## src/rtl/tl_ul_xbar.sv

```systemverilog
// TL-UL crossbar: NUM_HOSTS hosts to NUM_DEVS devices with one outstanding request per host.
// Devices are selected by the top SEL_W address bits. Each device has its own round-robin arbiter.
// Requests to unmapped devices are answered internally with an error response.
module tl_ul_xbar #(
    parameter int unsigned NUM_HOSTS = 2,
    parameter int unsigned NUM_DEVS  = 2,
    parameter int unsigned ADDR_W    = 12,
    parameter int unsigned DATA_W    = 32,
    parameter int unsigned SEL_W     = 2,
    localparam int unsigned MASK_W   = DATA_W / 8,
    localparam int unsigned HIDX_W   = (NUM_HOSTS > 1) ? $clog2(NUM_HOSTS) : 1
) (
    input  logic                          clk,
    input  logic                          reset,
    // host A channel
    input  logic [NUM_HOSTS-1:0]          h_a_valid_i,
    output logic [NUM_HOSTS-1:0]          h_a_ready_o,
    input  logic [NUM_HOSTS*3-1:0]        h_a_opcode_i,
    input  logic [NUM_HOSTS*ADDR_W-1:0]   h_a_address_i,
    input  logic [NUM_HOSTS*DATA_W-1:0]   h_a_data_i,
    input  logic [NUM_HOSTS*MASK_W-1:0]   h_a_mask_i,
    // host D channel
    output logic [NUM_HOSTS-1:0]          h_d_valid_o,
    input  logic [NUM_HOSTS-1:0]          h_d_ready_i,
    output logic [NUM_HOSTS*3-1:0]        h_d_opcode_o,
    output logic [NUM_HOSTS*DATA_W-1:0]   h_d_data_o,
    output logic [NUM_HOSTS-1:0]          h_d_error_o,
    // device A channel
    output logic [NUM_DEVS-1:0]           dv_a_valid_o,
    input  logic [NUM_DEVS-1:0]           dv_a_ready_i,
    output logic [NUM_DEVS*3-1:0]         dv_a_opcode_o,
    output logic [NUM_DEVS*ADDR_W-1:0]    dv_a_address_o,
    output logic [NUM_DEVS*DATA_W-1:0]    dv_a_data_o,
    output logic [NUM_DEVS*MASK_W-1:0]    dv_a_mask_o,
    // device D channel
    input  logic [NUM_DEVS-1:0]           dv_d_valid_i,
    output logic [NUM_DEVS-1:0]           dv_d_ready_o,
    input  logic [NUM_DEVS*3-1:0]         dv_d_opcode_i,
    input  logic [NUM_DEVS*DATA_W-1:0]    dv_d_data_i,
    input  logic [NUM_DEVS-1:0]           dv_d_error_i
);

    localparam logic [1:0] HOST_IDLE = 2'd0;
    localparam logic [1:0] HOST_WAIT = 2'd1;
    localparam logic [1:0] HOST_RESP = 2'd2;

    localparam logic [1:0] DEV_FREE  = 2'd0;
    localparam logic [1:0] DEV_ISSUE = 2'd1;
    localparam logic [1:0] DEV_BUSY  = 2'd2;

    localparam logic [2:0] OP_GET          = 3'd4;
    localparam logic [2:0] OP_ACCESS_ACK   = 3'd0;
    localparam logic [2:0] OP_ACCESS_ACK_D = 3'd1;

    // host-side state and response registers
    logic [NUM_HOSTS-1:0][1:0]        hst_q, hst_d;
    logic [NUM_HOSTS-1:0][2:0]        rsp_opc_q, rsp_opc_d;
    logic [NUM_HOSTS-1:0][DATA_W-1:0] rsp_data_q, rsp_data_d;
    logic [NUM_HOSTS-1:0]             rsp_err_q, rsp_err_d;

    // device-side state, owner, arbitration pointer and forwarded request fields
    logic [NUM_DEVS-1:0][1:0]         dst_q, dst_d;
    logic [NUM_DEVS-1:0][HIDX_W-1:0]  owner_q, owner_d;
    logic [NUM_DEVS-1:0][HIDX_W-1:0]  ptr_q, ptr_d;
    logic [NUM_DEVS-1:0][2:0]         req_opc_q, req_opc_d;
    logic [NUM_DEVS-1:0][ADDR_W-1:0]  req_addr_q, req_addr_d;
    logic [NUM_DEVS-1:0][DATA_W-1:0]  req_data_q, req_data_d;
    logic [NUM_DEVS-1:0][MASK_W-1:0]  req_mask_q, req_mask_d;

    logic [NUM_HOSTS-1:0][SEL_W-1:0]    sel;
    logic [NUM_HOSTS-1:0]               mapped;
    logic [NUM_HOSTS-1:0]               granted;
    logic [NUM_DEVS-1:0][NUM_HOSTS-1:0] req;
    logic [NUM_DEVS-1:0]                gnt_any;
    logic [NUM_DEVS-1:0][HIDX_W-1:0]    gnt_idx;
    logic [NUM_DEVS-1:0]                cap;

    // Decode target device per host and build the per-device request vectors.
    always_comb begin
        sel    = '0;
        mapped = '0;
        req    = '0;
        for (int unsigned k = 0; k < NUM_HOSTS; k++) begin
            sel[k]    = h_a_address_i[k*ADDR_W + ADDR_W - 1 -: SEL_W];
            mapped[k] = 32'(sel[k]) < NUM_DEVS;
        end
        for (int unsigned d = 0; d < NUM_DEVS; d++) begin
            for (int unsigned k = 0; k < NUM_HOSTS; k++) begin
                req[d][k] = h_a_valid_i[k] && (hst_q[k] == HOST_IDLE) && mapped[k] &&
                            (32'(sel[k]) == d);
            end
        end
    end

    // Round-robin pick per FREE device: first requester at or above ptr, else lowest requester.
    always_comb begin : arb
        logic              hit_hi, hit_lo;
        logic [HIDX_W-1:0] idx_hi, idx_lo;
        gnt_any = '0;
        gnt_idx = '0;
        hit_hi  = 1'b0;
        hit_lo  = 1'b0;
        idx_hi  = '0;
        idx_lo  = '0;
        for (int unsigned d = 0; d < NUM_DEVS; d++) begin
            hit_hi = 1'b0;
            hit_lo = 1'b0;
            idx_hi = '0;
            idx_lo = '0;
            for (int unsigned k = 0; k < NUM_HOSTS; k++) begin
                if (!hit_hi && req[d][k] && (HIDX_W'(k) >= ptr_q[d])) begin
                    hit_hi = 1'b1;
                    idx_hi = HIDX_W'(k);
                end
                if (!hit_lo && req[d][k]) begin
                    hit_lo = 1'b1;
                    idx_lo = HIDX_W'(k);
                end
            end
            gnt_any[d] = reset && (dst_q[d] == DEV_FREE) && hit_lo;
            gnt_idx[d] = hit_hi ? idx_hi : idx_lo;
        end
    end

    // Handshake and channel-valid outputs derived from FSM state and grants.
    always_comb begin
        granted      = '0;
        h_a_ready_o  = '0;
        h_d_valid_o  = '0;
        dv_a_valid_o = '0;
        dv_d_ready_o = '0;
        cap          = '0;
        for (int unsigned k = 0; k < NUM_HOSTS; k++) begin
            for (int unsigned d = 0; d < NUM_DEVS; d++) begin
                if (gnt_any[d] && (gnt_idx[d] == HIDX_W'(k))) granted[k] = 1'b1;
            end
            h_a_ready_o[k] = reset && h_a_valid_i[k] && (hst_q[k] == HOST_IDLE) &&
                             (!mapped[k] || granted[k]);
            h_d_valid_o[k] = (hst_q[k] == HOST_RESP);
        end
        for (int unsigned d = 0; d < NUM_DEVS; d++) begin
            dv_a_valid_o[d] = (dst_q[d] == DEV_ISSUE);
            dv_d_ready_o[d] = (dst_q[d] == DEV_ISSUE) || (dst_q[d] == DEV_BUSY);
            cap[d]          = dv_d_valid_i[d] && dv_d_ready_o[d];
        end
    end

    // Device FSM next state: latch granted request, issue it, wait for the D response.
    always_comb begin
        dst_d      = dst_q;
        owner_d    = owner_q;
        ptr_d      = ptr_q;
        req_opc_d  = req_opc_q;
        req_addr_d = req_addr_q;
        req_data_d = req_data_q;
        req_mask_d = req_mask_q;
        for (int unsigned d = 0; d < NUM_DEVS; d++) begin
            case (dst_q[d])
                DEV_FREE: begin
                    if (gnt_any[d]) begin
                        dst_d[d]   = DEV_ISSUE;
                        owner_d[d] = gnt_idx[d];
                        ptr_d[d]   = (gnt_idx[d] == HIDX_W'(NUM_HOSTS - 1)) ? '0 :
                                     gnt_idx[d] + 1'b1;
                        for (int unsigned k = 0; k < NUM_HOSTS; k++) begin
                            if (gnt_idx[d] == HIDX_W'(k)) begin
                                req_opc_d[d]  = h_a_opcode_i[k*3 +: 3];
                                req_addr_d[d] = h_a_address_i[k*ADDR_W +: ADDR_W];
                                req_data_d[d] = h_a_data_i[k*DATA_W +: DATA_W];
                                req_mask_d[d] = h_a_mask_i[k*MASK_W +: MASK_W];
                            end
                        end
                    end
                end
                DEV_ISSUE: begin
                    // A response may arrive alongside the A handshake; it completes the access.
                    if (cap[d]) dst_d[d] = DEV_FREE;
                    else if (dv_a_ready_i[d]) dst_d[d] = DEV_BUSY;
                end
                DEV_BUSY: begin
                    if (cap[d]) dst_d[d] = DEV_FREE;
                end
                default: dst_d[d] = DEV_FREE;
            endcase
        end
    end

    // Host FSM next state: accept, wait for the owning device (or answer unmapped), hold response.
    always_comb begin
        hst_d      = hst_q;
        rsp_opc_d  = rsp_opc_q;
        rsp_data_d = rsp_data_q;
        rsp_err_d  = rsp_err_q;
        for (int unsigned k = 0; k < NUM_HOSTS; k++) begin
            case (hst_q[k])
                HOST_IDLE: begin
                    if (h_a_ready_o[k]) begin
                        if (mapped[k]) begin
                            hst_d[k] = HOST_WAIT;
                        end else begin
                            hst_d[k]      = HOST_RESP;
                            rsp_data_d[k] = '0;
                            rsp_err_d[k]  = 1'b1;
                            rsp_opc_d[k]  = (h_a_opcode_i[k*3 +: 3] == OP_GET) ?
                                            OP_ACCESS_ACK_D : OP_ACCESS_ACK;
                        end
                    end
                end
                HOST_WAIT: begin
                    for (int unsigned d = 0; d < NUM_DEVS; d++) begin
                        if (cap[d] && (owner_q[d] == HIDX_W'(k))) begin
                            hst_d[k]      = HOST_RESP;
                            rsp_opc_d[k]  = dv_d_opcode_i[d*3 +: 3];
                            rsp_data_d[k] = dv_d_data_i[d*DATA_W +: DATA_W];
                            rsp_err_d[k]  = dv_d_error_i[d];
                        end
                    end
                end
                HOST_RESP: begin
                    if (h_d_ready_i[k]) hst_d[k] = HOST_IDLE;
                end
                default: hst_d[k] = HOST_IDLE;
            endcase
        end
    end

    // State registers with synchronous active-low reset; reset abandons in-flight accesses.
    always_ff @(posedge clk) begin
        if (!reset) begin
            hst_q      <= '0;
            rsp_opc_q  <= '0;
            rsp_data_q <= '0;
            rsp_err_q  <= '0;
            dst_q      <= '0;
            owner_q    <= '0;
            ptr_q      <= '0;
            req_opc_q  <= '0;
            req_addr_q <= '0;
            req_data_q <= '0;
            req_mask_q <= '0;
        end else begin
            hst_q      <= hst_d;
            rsp_opc_q  <= rsp_opc_d;
            rsp_data_q <= rsp_data_d;
            rsp_err_q  <= rsp_err_d;
            dst_q      <= dst_d;
            owner_q    <= owner_d;
            ptr_q      <= ptr_d;
            req_opc_q  <= req_opc_d;
            req_addr_q <= req_addr_d;
            req_data_q <= req_data_d;
            req_mask_q <= req_mask_d;
        end
    end

    assign h_d_opcode_o   = rsp_opc_q;
    assign h_d_data_o     = rsp_data_q;
    assign h_d_error_o    = rsp_err_q;
    assign dv_a_opcode_o  = req_opc_q;
    assign dv_a_address_o = req_addr_q;
    assign dv_a_data_o    = req_data_q;
    assign dv_a_mask_o    = req_mask_q;

endmodule

```

## config.mk

```make
export PLATFORM = sky130hd
export DESIGN_NAME = tl_ul_xbar
export DESIGN_NICKNAME = d
export VERILOG_FILES = /design/src/rtl/tl_ul_xbar.sv
export SDC_FILE = /design/constraint.sdc
export NUM_CORES = 1
export LEC_CHECK = 0
export CORE_MARGIN = 2
export CORE_UTILIZATION = 30
export DETAILED_ROUTE_END_ITERATION = 8
export PLACE_DENSITY_LB_ADDON = 0.08
export SYNTH_ARGS = -nofsm -noshare
export SYNTH_HDL_FRONTEND = slang
export SYNTH_SLANG_ARGS = --single-unit
```

## constraint.sdc

```tcl
create_clock -name clk -period 4.1 [get_ports clk]
set_input_delay 1.23 -clock clk [delete_from_list [all_inputs] [get_ports clk]]
set_output_delay 1.23 -clock clk [all_outputs]
set_load 0.05 [all_outputs]
```

# Word-level counts from Yosys, hierarchy flattened
# Index checks and enable logic that the tools add are counted.
# W data, S select, Z words.
[word_totals] word_cells=204 reg_bits=186
[op_classes] n_mux=82 bitwise=4 add_sub_neg=2 reduce_logical=62 n_eq_ne=26 order_cmp=6
[op_table] cell="$mux W32" count=10
[op_table] cell="$pmux W32 S2" count=2
[op_table] cell="$logic_and A1 B1 Y1" count=36
[op_table] cell="$mux W2" count=18
[op_table] cell="$mux W1" count=30
[op_table] cell="$mux W3" count=10
[op_table] cell="$mux W12" count=2
[op_table] cell="$pmux W2 S3" count=4
[op_table] cell="$ne A2 B2 Y1 const B" count=8
[op_table] cell="$eq A2 B1 Y1 const B" count=6
[op_table] cell="$logic_not A2 Y1" count=6
[op_table] cell="$pmux W3 S2" count=2
[op_table] cell="$reduce_and A3 Y1" count=4
[op_table] cell="$eq A2 B2 Y1 const B" count=4
[op_table] cell="$mux W4" count=2
[op_table] cell="$reduce_and A4 Y1" count=2
[op_table] cell="$eq A3 B3 Y1 const B" count=2
[op_table] cell="$logic_not A1 Y1" count=6
[op_table] cell="$ne A3 B1 Y1 const B" count=2
[op_table] cell="$ne A3 B3 Y1 const B" count=2
[op_table] cell="$ge A1 B1 Y1 const A" count=4
[op_table] cell="$logic_or A1 B1 Y1" count=4
[op_table] cell="$lt A2 B2 Y1 const B" count=2
[op_table] cell="$ne A2 B1 Y1 const B" count=2
[op_table] cell="other kinds (5)" count=12

# Depth between registers and ports, before layout
# Gate-level depths: netlist (run 1).
[logic_depth] word_depth=19 mapped_depth=8

# Worst setup path before layout (run 1)
# OpenSTA, ideal clock, no wires.
[synth_path] path_type="input to output" startpoint="in h_a_address_i[11]" endpoint="out h_a_ready_o[0]" setup_slack_ns=-0.669 arrival_ns=3.539 path_buffers=2 required_time_ns=2.870 cell_stages=6 cell_sequence="or4b_1 > buf_2 > a211oi_2 > clkbuf_1 > nor3_1 > nor3_1"
[synth_between] elab_chain_cells=16
[synth_rtl] element="start: declaration" line_no="19" rtl="input logic [NUM_HOSTS*ADDR_W-1:0] h_a_address_i,"
[synth_rtl] element="$lt A2 B2 Y1" line_no="85" rtl="mapped[k] = 32'(sel[k]) < NUM_DEVS;"
[synth_rtl] element="$logic_and A1 B1 Y1 (2 in series)" line_no="89" rtl="req[d][k] = h_a_valid_i[k] && (hst_q[k] == HOST_IDLE) && mapped[k] &&"
[synth_rtl] element="$logic_and A1 B1 Y1" line_no="111" rtl="if (!hit_hi && req[d][k] && (HIDX_W'(k) >= ptr_q[d])) begin"
[synth_rtl] element="$mux W1" line_no="111"
[synth_rtl] element="$logic_not A1 Y1" line_no="111"
[synth_rtl] element="$logic_and A1 B1 Y1 (2 in series)" line_no="111"
[synth_rtl] element="$mux W1" line_no="111"
[synth_rtl] element="$mux W1" line_no="121" rtl="gnt_idx[d] = hit_hi ? idx_hi : idx_lo;"
[synth_rtl] element="$not A1 Y1"
[synth_rtl] element="$logic_and A1 B1 Y1" line_no="135" rtl="if (gnt_any[d] && (gnt_idx[d] == HIDX_W'(k))) granted[k] = 1'b1;"
[synth_rtl] element="$mux W1 (2 in series)" line_no="135"
[synth_rtl] element="$logic_or A1 B1 Y1 (*)" line_no="138" rtl="(!mapped[k] || granted[k]);"
[synth_rtl] element="$logic_and A1 B1 Y1 (*)" line_no="137" rtl="h_a_ready_o[k] = reset && h_a_valid_i[k] && (hst_q[k] == HOST_IDLE) &&"
[synth_rtl] element="end: declaration" line_no="17" rtl="output logic [NUM_HOSTS-1:0] h_a_ready_o,"
# Every way passes the cells marked *; elsewhere a longest branch is shown, timed or not.

# Worst setup path in the final report (run 1)
[layout_path] startpoint="in h_a_valid_i[1]" endpoint="out h_a_ready_o[1]"
[layout_between] elab_chain_cells=12
[layout_rtl] element="start: declaration" line_no="16" rtl="input logic [NUM_HOSTS-1:0] h_a_valid_i,"
[layout_rtl] element="$logic_and A1 B1 Y1 (3 in series)" line_no="89"
[layout_rtl] element="$logic_and A1 B1 Y1 (2 in series)" line_no="111"
[layout_rtl] element="$mux W1" line_no="111"
[layout_rtl] element="$mux W1" line_no="121"
[layout_rtl] element="$logic_and A1 B1 Y1" line_no="135"
[layout_rtl] element="$mux W1 (2 in series)" line_no="135"
[layout_rtl] element="$logic_or A1 B1 Y1" line_no="138"
[layout_rtl] element="$logic_and A1 B1 Y1 (*)" line_no="137"
# Marked as above.

==> results.yml, run 1 <==
cts:
  clockBufferDepth: 2
  cts_root_buf: "clkbuf_16"
  tritoncts: "yes"
  postCtsHoldBufs: 0
  clock-sinks: 186
  h-tree-depth: 4
  post-cts-setup-buffers: 0
  insertion_delay_ps: 430
  clkSlewWorstSetupHoldPaths_ps: 70
  cts_buffers: 17
synth:
  synth-compound-area-share_pct: 25.8
  synth_area_mm2: 0.00847
  yosysTopAreaCell: "dfxtp_1"
  ys_seq_elements: 186
  synth_adder_area_share_pct: 1.18
  seq_area_frac_synth_pct: 44.0
  synth_cell_types: 42
  synth_warnings: 0
  synth_top_family_by_area: "compound AO/OA/AOI/OAI gates"
  synth-xor-area-share_pct: 0
  synth.most_common_cell: "dfxtp_1"
  synthCells: 888
  synth.top_cell.area_share_pct: 44.0
  synthTopCellsByCount: "dfxtp_1 (186), nand2_1 (183), a21o_1 (135)"
  yosys.area_share.simple_pct: 11.8
  synthMuxAreaShare_pct: 13.1
  synth.net_count: 1080
  syn_area_per_cell_um2: 9.53
  synth_edf_count: 0
  synth_area_leaders: "dfxtp_1 (44%), a21o_1 (12%), a22o_1 (10%)"
  synth-main-ff-cell: "dfxtp_1"
  synth_async_sr_flop_share_pct: 0
drt:
  drc: 0
  routedWlPerCell_um: 18.7
  viasPerCell: 4.87
  dr.pass1.iters: 6
  wirelength_um: 30100
  first_iter_violations: 339
  num_vias: 7870
  drtAntennaViolNets: 0
die:
  coreArea_mm2: 0.0278
  die_h_um: 172
  die_w_um: 172
  die-area_mm2: 0.0296
  ioPinCount: 366
  start_util_pct: 30.5
  num_rows: 61
outcome:
  status: "finished, final reports clean"
power_and_ir_drop:
  p_seq_share_pct: 38.3
  p_comb_share_pct: 27.6
  pwr-share-clk_pct: 34.2
  intPower_mw: 3.49
  switching_power_mw: 1.65
  total_power_mw: 5.15
  netSwitchingFraction_pct: 32.1
  vdd_drop_max_mv: 0.226
  powerDensity_mw_per_mm2: 389
  power.leakage_nw: 5.59
global_route:
  gr-total-overflow: 0
  grt_usage_pct: 19.8
  grt_start_max_net_pins: 75
  grt_pass1_wl_um: 45000
  antenna_found_initial: 2
  first_global_vias: 7808
final_layout:
  syn_to_final_growth_pct: 56.3
  layout-drive-gt1-share_pct: 9.14
  num-fill-cells: 2709
  final_util_pct: 47.6
  n_antenna_cell: 0
  instances_no_fill: 1615
  finish.net_count: 1417
place:
  place_inst: 1584
  io_buffers: 365
  place_congestion: 0.782
  dp_hpwl_um: 20000
timing:
  finalSetupViolations: 0
  hold_viol_final: 0
  hold_ws_ps: 450
  timing.setup.tns_ps: 0
  timing.final.crit_share_pct: 98.8
  worstMarginPinSlew_ps: 848
  maxSlewViolCount: 0
  period_needed_ps: 4050
  fmax_mhz: 247
  rsz0062_at_grt: "yes"
  fin_skew_ps: 14.4
  max_slew_margin_pct: 43.5
min_path:
  hold_path.class: "register to register"
worst_setup_path:
  path_max_fanout: 3
  cp-start-kind: "primary input"
  path_class: "primary input to primary output"
  end_kind: "primary output"
  arrival_ps: 2820
  critPathRequiredTime_ps: 2870
job:
  drv_cap: 0
flip-flops by register name (all words and copies together) (netlist names):
name and flops:
dst_q 4, dv_a_address_o 24, dv_a_data_o 64, dv_a_mask_o 8
dv_a_opcode_o 6, h_d_data_o 64, h_d_error_o 2, h_d_opcode_o 6
hst_q 4, owner_q 2, ptr_q 2
repair_timing:
action                                  4_1_cts  5_1_grt
endpoints found under the setup margin        2        2
pin swaps                                     2        4
gates resized for setup                       3        4
per-layer routing:
layer | wire length (um) | track usage (%) | up-vias | part of all wire (%)
li1 | - | - | 3838 | -
met1 | 12800 | 23.5 | 3741 | 43
met2 | 14200 | 34.0 | 276 | 47
met3 | 2970 | 7.71 | 11 | 9.8
met4 | 167 | 3.84 | 4 | 0.55
met5 | 27 | 0 | - | 0.090
cell type report:
class	count	area (um^2)	share of cell area, %
clock inverters	12	161	1.22
well taps	378	473	3.57
inverters	7	26.3	0.199
clock buffers	19	443	3.35
multi-input cells	625	4500	34.0
flip-flops and latches	186	3720	28.1
repair buffers	388	3900	29.5
cell families (layout without fill, tap and decap cells):
logic type | after synthesis | after routing
flip-flops | 186 | 186
AND/OR/NAND/NOR | 236 | 236
adder cells (fa/ha/maj) | 8 | 8
AO/OA/AOI/OAI | 275 | 275
multiplexers | 106 | 106
buffers and inverters | 77 | 426
final timing paths:
kind | startpoint | endpoint | slack (ps) | depth (start not counted)
max | h_a_valid_i[1] | h_a_ready_o[1] | 50 | 6
min | dv_a_mask_o[5]$_SDFFE_PN0P_ | dv_a_mask_o[5]$_SDFFE_PN0P_ | 450 | 1
max reg2reg | dst_q[3]$_SDFFE_PN0P_ | h_d_data_o[17]$_SDFFE_PN0P_ | 1660 | 7
min reg2reg | dv_a_mask_o[5]$_SDFFE_PN0P_ | dv_a_mask_o[5]$_SDFFE_PN0P_ | 450 | 1
metrics by stage:
stage	worst slack [ps]	cell area (um^2)
2_1_floorplan	-33.3	8530
6_report	49.9	13200
3_5_place_dp	-123	12600
4_1_cts	5.97	13200
5_1_grt	-36.5	13200
3_3_place_gp	-95.6	12600
cells in the final DEF (no fill, tap or decap), types with 5 or more instances in the layout:
cell type,synthesis,routed
a21o_1,135,135
a21oi_1,11,9
a22o_1,98,98
and2_1,5,5
buf_12,0,6
buf_4,0,18
clkbuf_16,0,17
clkdlybuf4s50_1,0,360
dfxtp_1,186,186
ha_1,8,8
inv_1,6,6
mux2_2,36,36
mux2i_1,70,70
nand2_1,183,183
nand3_1,7,6
nor2_1,14,14
nor2b_1,8,8
o21a_1,5,5
o21ai_0,5,5
power by group through the flow:
stage / registers, mW / clock network [mW] / logic (mW)
floorplan: 2.32 / 0 / 0.530
global placement: 2.01 / 0 / 1.42
detailed placement: 2.01 / 0 / 1.43
CTS: 1.97 / 1.82 / 1.43
global route: 1.98 / 1.89 / 1.51
finish: 1.97 / 1.76 / 1.42
worst max-delay path: stages:
cell and delay [ps]:
clkdlybuf4s50_1 470, or4b_4 510, a211oi_4 210, nor3_2 90
nor3_4 150, buf_12 160
No activity file was read; power rests on OpenSTA's default activity.
==> inputs of run 2 (changes only) <==
--- a/config.mk
+++ b/config.mk
@@ -6,7 +6,7 @@
 export NUM_CORES = 1
 export LEC_CHECK = 0
 export CORE_MARGIN = 2
-export CORE_UTILIZATION = 30
+export CORE_UTILIZATION = 43
 export DETAILED_ROUTE_END_ITERATION = 8
 export PLACE_DENSITY_LB_ADDON = 0.08
 export SYNTH_ARGS = -nofsm -noshare
==> run 2 against run 1 <==
Effect of this change: flip-flop and latch count is the same; fmax shrank 1.0%; combinational power is essentially flat; non-clock buffer count grew 5; clock skew shrank 0.89 ps; die area shrank 30%; clock power shrank 11%; critical endpoint is now h_a_ready_o[0]; highest routed layer is now met4.
==> results.yml, run 2 (synthesized netlist as in run 1, its figures left out) <==
outcome:
  status: "finished, final reports clean"
drt:
  routedWlPerCell_um: 18.8
  drtAntennaViolNets: 0
  dr.pass1.iters: 5
  drc: 0
  viasPerCell: 5.35
  first_iter_violations: 273
  wirelength_um: 28300
  num_vias: 8082
timing:
  hold_viol_final: 0
  period_needed_ps: 4090
  rsz0062_at_grt: "yes"
  fin_skew_ps: 13.5
  timing.setup.tns_ps: 0
  timing.final.crit_share_pct: 99.8
  finalSetupViolations: 0
  setup_slack_ps: 7.75
  worstMarginPinSlew_ps: 846
  maxSlewViolCount: 0
  max_slew_margin_pct: 43.6
  fmax_mhz: 244
final_layout:
  num-fill-cells: 1679
  mostFrequentLayoutCells: "clkdlybuf4s50_1 (360), dfxtp_1 (186), nand2_1 (183), a21o_1 (135), a22o_1 (98)"
  instances_no_fill: 1511
  mostFrequentLayoutCell: "clkdlybuf4s50_1"
  layout-drive-gt1-share_pct: 9.25
  syn_to_final_growth_pct: 54.1
  finish.net_count: 1422
cts:
  cts_buffers: 17
  postCtsHoldBufs: 0
  insertion_delay_ps: 430
  cts_root_buf: "clkbuf_16"
  h-tree-depth: 4
  clock-sinks: 186
  clkSlewWorstSetupHoldPaths_ps: 60
  tritoncts: "yes"
  clockBufferDepth: 2
die:
  coreArea_mm2: 0.0194
  num_rows: 51
  die-area_mm2: 0.0208
  ioPinCount: 366
  die_w_um: 144
  die_h_um: 144
  start_util_pct: 43.6
place:
  place_congestion: 0.870
  io_buffers: 365
  place_inst: 1476
  dp_slack_ps: -134
  dp_hpwl_um: 20100
worst_setup_path:
  r2r_cells: 8
  slowest_delay_ps: 520
  crit_slowest_cell: "or4b_4"
  path_class: "primary input to primary output"
  crit_buf_inv: 2
  path_max_fanout: 3
  crit_cells: 6
  crit_path_cell_trace: "clkdlybuf4s50_1 -> or4b_4 -> a211oi_4 -> nor3_2 -> nor3_4 -> buf_12"
  end_kind: "primary output"
  critPathRequiredTime_ps: 2870
  cp-start-kind: "primary input"
  critical-path-top-delay-family: "simple AND/OR/NAND/NOR gates"
  arrival_ps: 2860
global_route:
  grt_start_max_net_pins: 75
  gr-total-overflow: 0
  grt_usage_pct: 26.5
  antenna_found_initial: 3
  first_global_vias: 7980
  grt_pass1_wl_um: 42700
job:
  drv_cap: 0
min_path:
  worstHoldPathCells: 1
  hold_path.class: "register to register"
power_and_ir_drop:
  vdd_drop_max_mv: 0.313
  powerDensity_mw_per_mm2: 379
  total_power_mw: 4.95
  power.leakage_nw: 5.59
==> run 2: path summary, 6_finish.rpt <==
path	from	to	slack, ps
max reg2reg	dst_q[2]$_SDFFE_PN0P_	h_d_data_o[28]$_SDFFE_PN0P_	1750
min reg2reg	dv_a_opcode_o[2]$_SDFFE_PN0P_	dv_a_opcode_o[2]$_SDFFE_PN0P_	450
max	h_a_valid_i[0]	h_a_ready_o[0]	8
min	dv_a_opcode_o[2]$_SDFFE_PN0P_	dv_a_opcode_o[2]$_SDFFE_PN0P_	450
==> run 2: per-stage QoR <==
step / instance area [um^2] / hold WS [ps] / utilization [%]
2_1_floorplan: 8530 / 442 / -
3_3_place_gp: 12500 / 431 / 64.2
3_5_place_dp: 12500 / 438 / 64.2
4_1_cts: 13000 / 454 / 67.1
5_1_grt: 13000 / 470 / 67.3
6_report: 13000 / 450 / 67.3
==> run 2: area by class of cell <==
class                   instances  area [um^2]  area share, %
clock inverters                12          108          0.825
flip-flops and latches        186         3720           28.5
clock buffers                  20          447           3.42
well taps                     265          332           2.54
repair buffers                393         3910           30.0
diodes                          3         7.51         0.0575
inverters                       7         26.3          0.201
multi-input cells             625         4490           34.4
==> run 2: timing repair <==
action | in CTS | in global routing
resized for setup | 2 | 4
buffers inserted | 0 | 0
endpoints found under the setup margin | 2 | 2
pin swaps | 2 | 4
hold endpoints to repair | 0 | 0
==> run 2: where the power goes <==
part | total (mW) | internal (mW) | switching [mW]
Sequential | 1.97 | 1.91 | 0.0585
Clock | 1.57 | 0.815 | 0.759
Combinational | 1.41 | 0.593 | 0.813
==> run 2: routing by layer <==
layer	wire length, um	global-route usage, %	part of all wire [%]	vias up
met4	738	10.5	2.6	0
met2	13900	45.7	49	309
met1	11000	29.9	39	3875
met3	2710	9.17	9.6	41
li1	-	-	-	3857
met5	0	0	0	-
==> inputs of run 3 (changes only) <==
--- a/config.mk
+++ b/config.mk
@@ -5,8 +5,9 @@
 export SDC_FILE = /design/constraint.sdc
 export NUM_CORES = 1
 export LEC_CHECK = 0
+export CAP_MARGIN = 20
 export CORE_MARGIN = 2
-export CORE_UTILIZATION = 43
+export CORE_UTILIZATION = 35
 export DETAILED_ROUTE_END_ITERATION = 8
 export PLACE_DENSITY_LB_ADDON = 0.08
 export SYNTH_ARGS = -nofsm -noshare
==> run 3 against run 2 <==
Effect of this change: utilization down 12 points; cell area up 0.65%; clock power up 3%; sequential share of layout area down 0.18 points; clock-buffer cell count down 2; critical path depth unchanged; register-to-register slack worse by 90 ps; clock skew down 4.3 ps; die area up 22%; fmax up 0.67%; global-route usage down 4.0 points; setup slack better by 27 ps; critical endpoint is now h_a_ready_o[1]; highest routed layer unchanged.
==> results.yml, run 3 (synthesized netlist as in run 1, its figures left out) <==
outcome:
  status: "finished, final reports clean"
timing:
  hold_viol_final: 0
  maxSlewViolCount: 0
  worstMarginPinSlew_ps: 884
  finalSetupViolations: 0
  max_slew_margin_pct: 40.9
  period_needed_ps: 4070
  timing.final.crit_share_pct: 99.1
  rsz0062_at_grt: "no"
  hold_ws_ps: 451
  fin_skew_ps: 9.26
  fmax_mhz: 246
global_route:
  antenna_found_initial: 1
  first_global_vias: 7976
  grt_pass1_wl_um: 45300
  grt_start_max_net_pins: 75
  grt_usage_pct: 22.5
  gr-total-overflow: 0
worst_setup_path:
  crit_path_cell_trace: "clkdlybuf4s50_1 -> or4b_4 -> a211oi_4 -> nor3_2 -> nor3_4 -> buf_12"
  r2r_end: "h_d_data_o[37]$_SDFFE_PN0P_"
  critPathRequiredTime_ps: 2870
  r2r_slack_ps: 1660
  path_class: "primary input to primary output"
  slowest_delay_ps: 520
  worstReg2RegStart: "dst_q[2]$_SDFFE_PN0P_"
  arrival_ps: 2840
  r2r_cells: 7
  path_max_fanout: 3
  crit_slowest_cell: "or4b_4"
  cp-start-kind: "primary input"
  end_kind: "primary output"
drt:
  drc: 0
  dr.pass1.iters: 4
  routedWlPerCell_um: 18.8
  wirelength_um: 29300
  first_iter_violations: 435
  drtAntennaViolNets: 0
  viasPerCell: 5.12
  num_vias: 7978
power_and_ir_drop:
  power.leakage_nw: 5.58
  vdd_drop_max_mv: 0.261
  total_power_mw: 5.01
  powerDensity_mw_per_mm2: 381
die:
  start_util_pct: 35.9
  die-area_mm2: 0.0255
  die_h_um: 160
  ioPinCount: 366
  coreArea_mm2: 0.0236
  die_w_um: 160
  num_rows: 56
cts:
  cts_buffers: 17
  clock-sinks: 186
  tritoncts: "yes"
  cts_root_buf: "clkbuf_16"
  insertion_delay_ps: 430
  clkSlewWorstSetupHoldPaths_ps: 70
  clockBufferDepth: 2
  h-tree-depth: 4
min_path:
  hold_path.class: "register to register"
  worstHoldPathCells: 1
  whs_endpoint: "dv_a_address_o[4]$_SDFFE_PN0P_"
  worstHoldStart: "dv_a_address_o[4]$_SDFFE_PN0P_"
place:
  place_congestion: 0.833
  placed_area_mm2: 0.0125
  dp_hpwl_um: 20100
  io_buffers: 365
final_layout:
  mostFrequentLayoutCell: "clkdlybuf4s50_1"
  finish.net_count: 1419
  mostFrequentLayoutCells: "clkdlybuf4s50_1 (360), dfxtp_1 (186), nand2_1 (183), a21o_1 (135), a22o_1 (98)"
  syn_to_final_growth_pct: 55.1
  stdcell_area_mm2: 0.0131
  layout-drive-gt1-share_pct: 9.12
job:
  drv_cap: 0
-- run 3: cell count changes in the layout (fill, tap and decap cells not counted) --
cell / previous run / this run
buf_4: 25 / 20
buf_12: 4 / 6
clkinv_4: 3 / 1
clkinvlp_4: 1 / 3
diode_2: 3 / 1
and3b_1: 1 / 0
and3b_2: 0 / 1
bufinv_16: 0 / 1
clkbuf_1: 2 / 1
clkbuf_8: 1 / 0
nor4b_2: 1 / 0
nor4b_4: 0 / 1
-- run 3: routing by layer --
| metal | up-vias | routed length [um] | global-route usage, % |
|---|---|---|---|
| met2 | 291 | 13500 | 37.5 |
| met5 | - | 0 | 0 |
| met1 | 3790 | 12600 | 27.0 |
| met4 | 0 | 835 | 8.14 |
| li1 | 3857 | - | - |
| met3 | 40 | 2240 | 7.40 |
-- run 3: area by class of cell --
class / instances / area (um^2)
antenna: 1 / 2.50
clock buffer: 18 / 429
clock inverter: 13 / 135
fill: 2162 / 10500
inverter: 7 / 26.3
multi-input combinational: 625 / 4500
sequential: 186 / 3720
tap: 319 / 399
timing repair buffer: 390 / 3920
-- run 3: repair_timing --
| item | in CTS | in global routing |
|---|---|---|
| endpoints found under the setup margin | 2 | 2 |
| gates resized for setup | 3 | 4 |
| buffers inserted | 1 | 1 |
| pin swaps | 3 | 4 |
| hold buffers | 0 | 0 |
-- run 3: how the worst max path moves through the flow --
stage                                end  slack, ps               from  depth (start not counted)
final                     h_a_ready_o[1]         30     h_a_valid_i[1]                          6
after global routing      h_a_ready_o[1]          6     h_a_valid_i[1]                          6
after global placement    h_a_ready_o[0]       -140     h_a_valid_i[0]                          6
after floorplan           h_a_ready_o[0]        -30  h_a_address_i[11]                          6
after CTS                 h_a_ready_o[0]          3     h_a_valid_i[1]                          8
after detailed placement  h_a_ready_o[0]       -180     h_a_valid_i[0]                          6
-- run 3: through the flow --
| stage | setup slack [ps] | setup TNS, ps | utilization, % | std cells |
|---|---|---|---|---|
| finish | 34.9 | 0 | 55.6 | 1559 |
| global placement | -139 | -183 | 53.0 | 1526 |
| floorplan | -33.3 | -33.3 | - | 888 |
| detailed placement | -181 | -241 | 53.0 | 1526 |
| CTS | 3.09 | 0 | 55.5 | 1558 |
| global route | 5.90 | 0 | 55.6 | 1559 |
-- run 3: power breakdown --
group          internal (mW)  total (mW)  switching (mW)
combinational          0.598        1.41           0.815
sequential              1.91        1.97          0.0606
clock                  0.855        1.62           0.767
total                   3.36        5.01            1.64
-- run 3: critical path, delay by kind of cell --
family | cells | cell delay, ps
AND/OR/NAND/NOR | 3 | 750
buffers and inverters | 2 | 640
AO/OA/AOI/OAI | 1 | 200
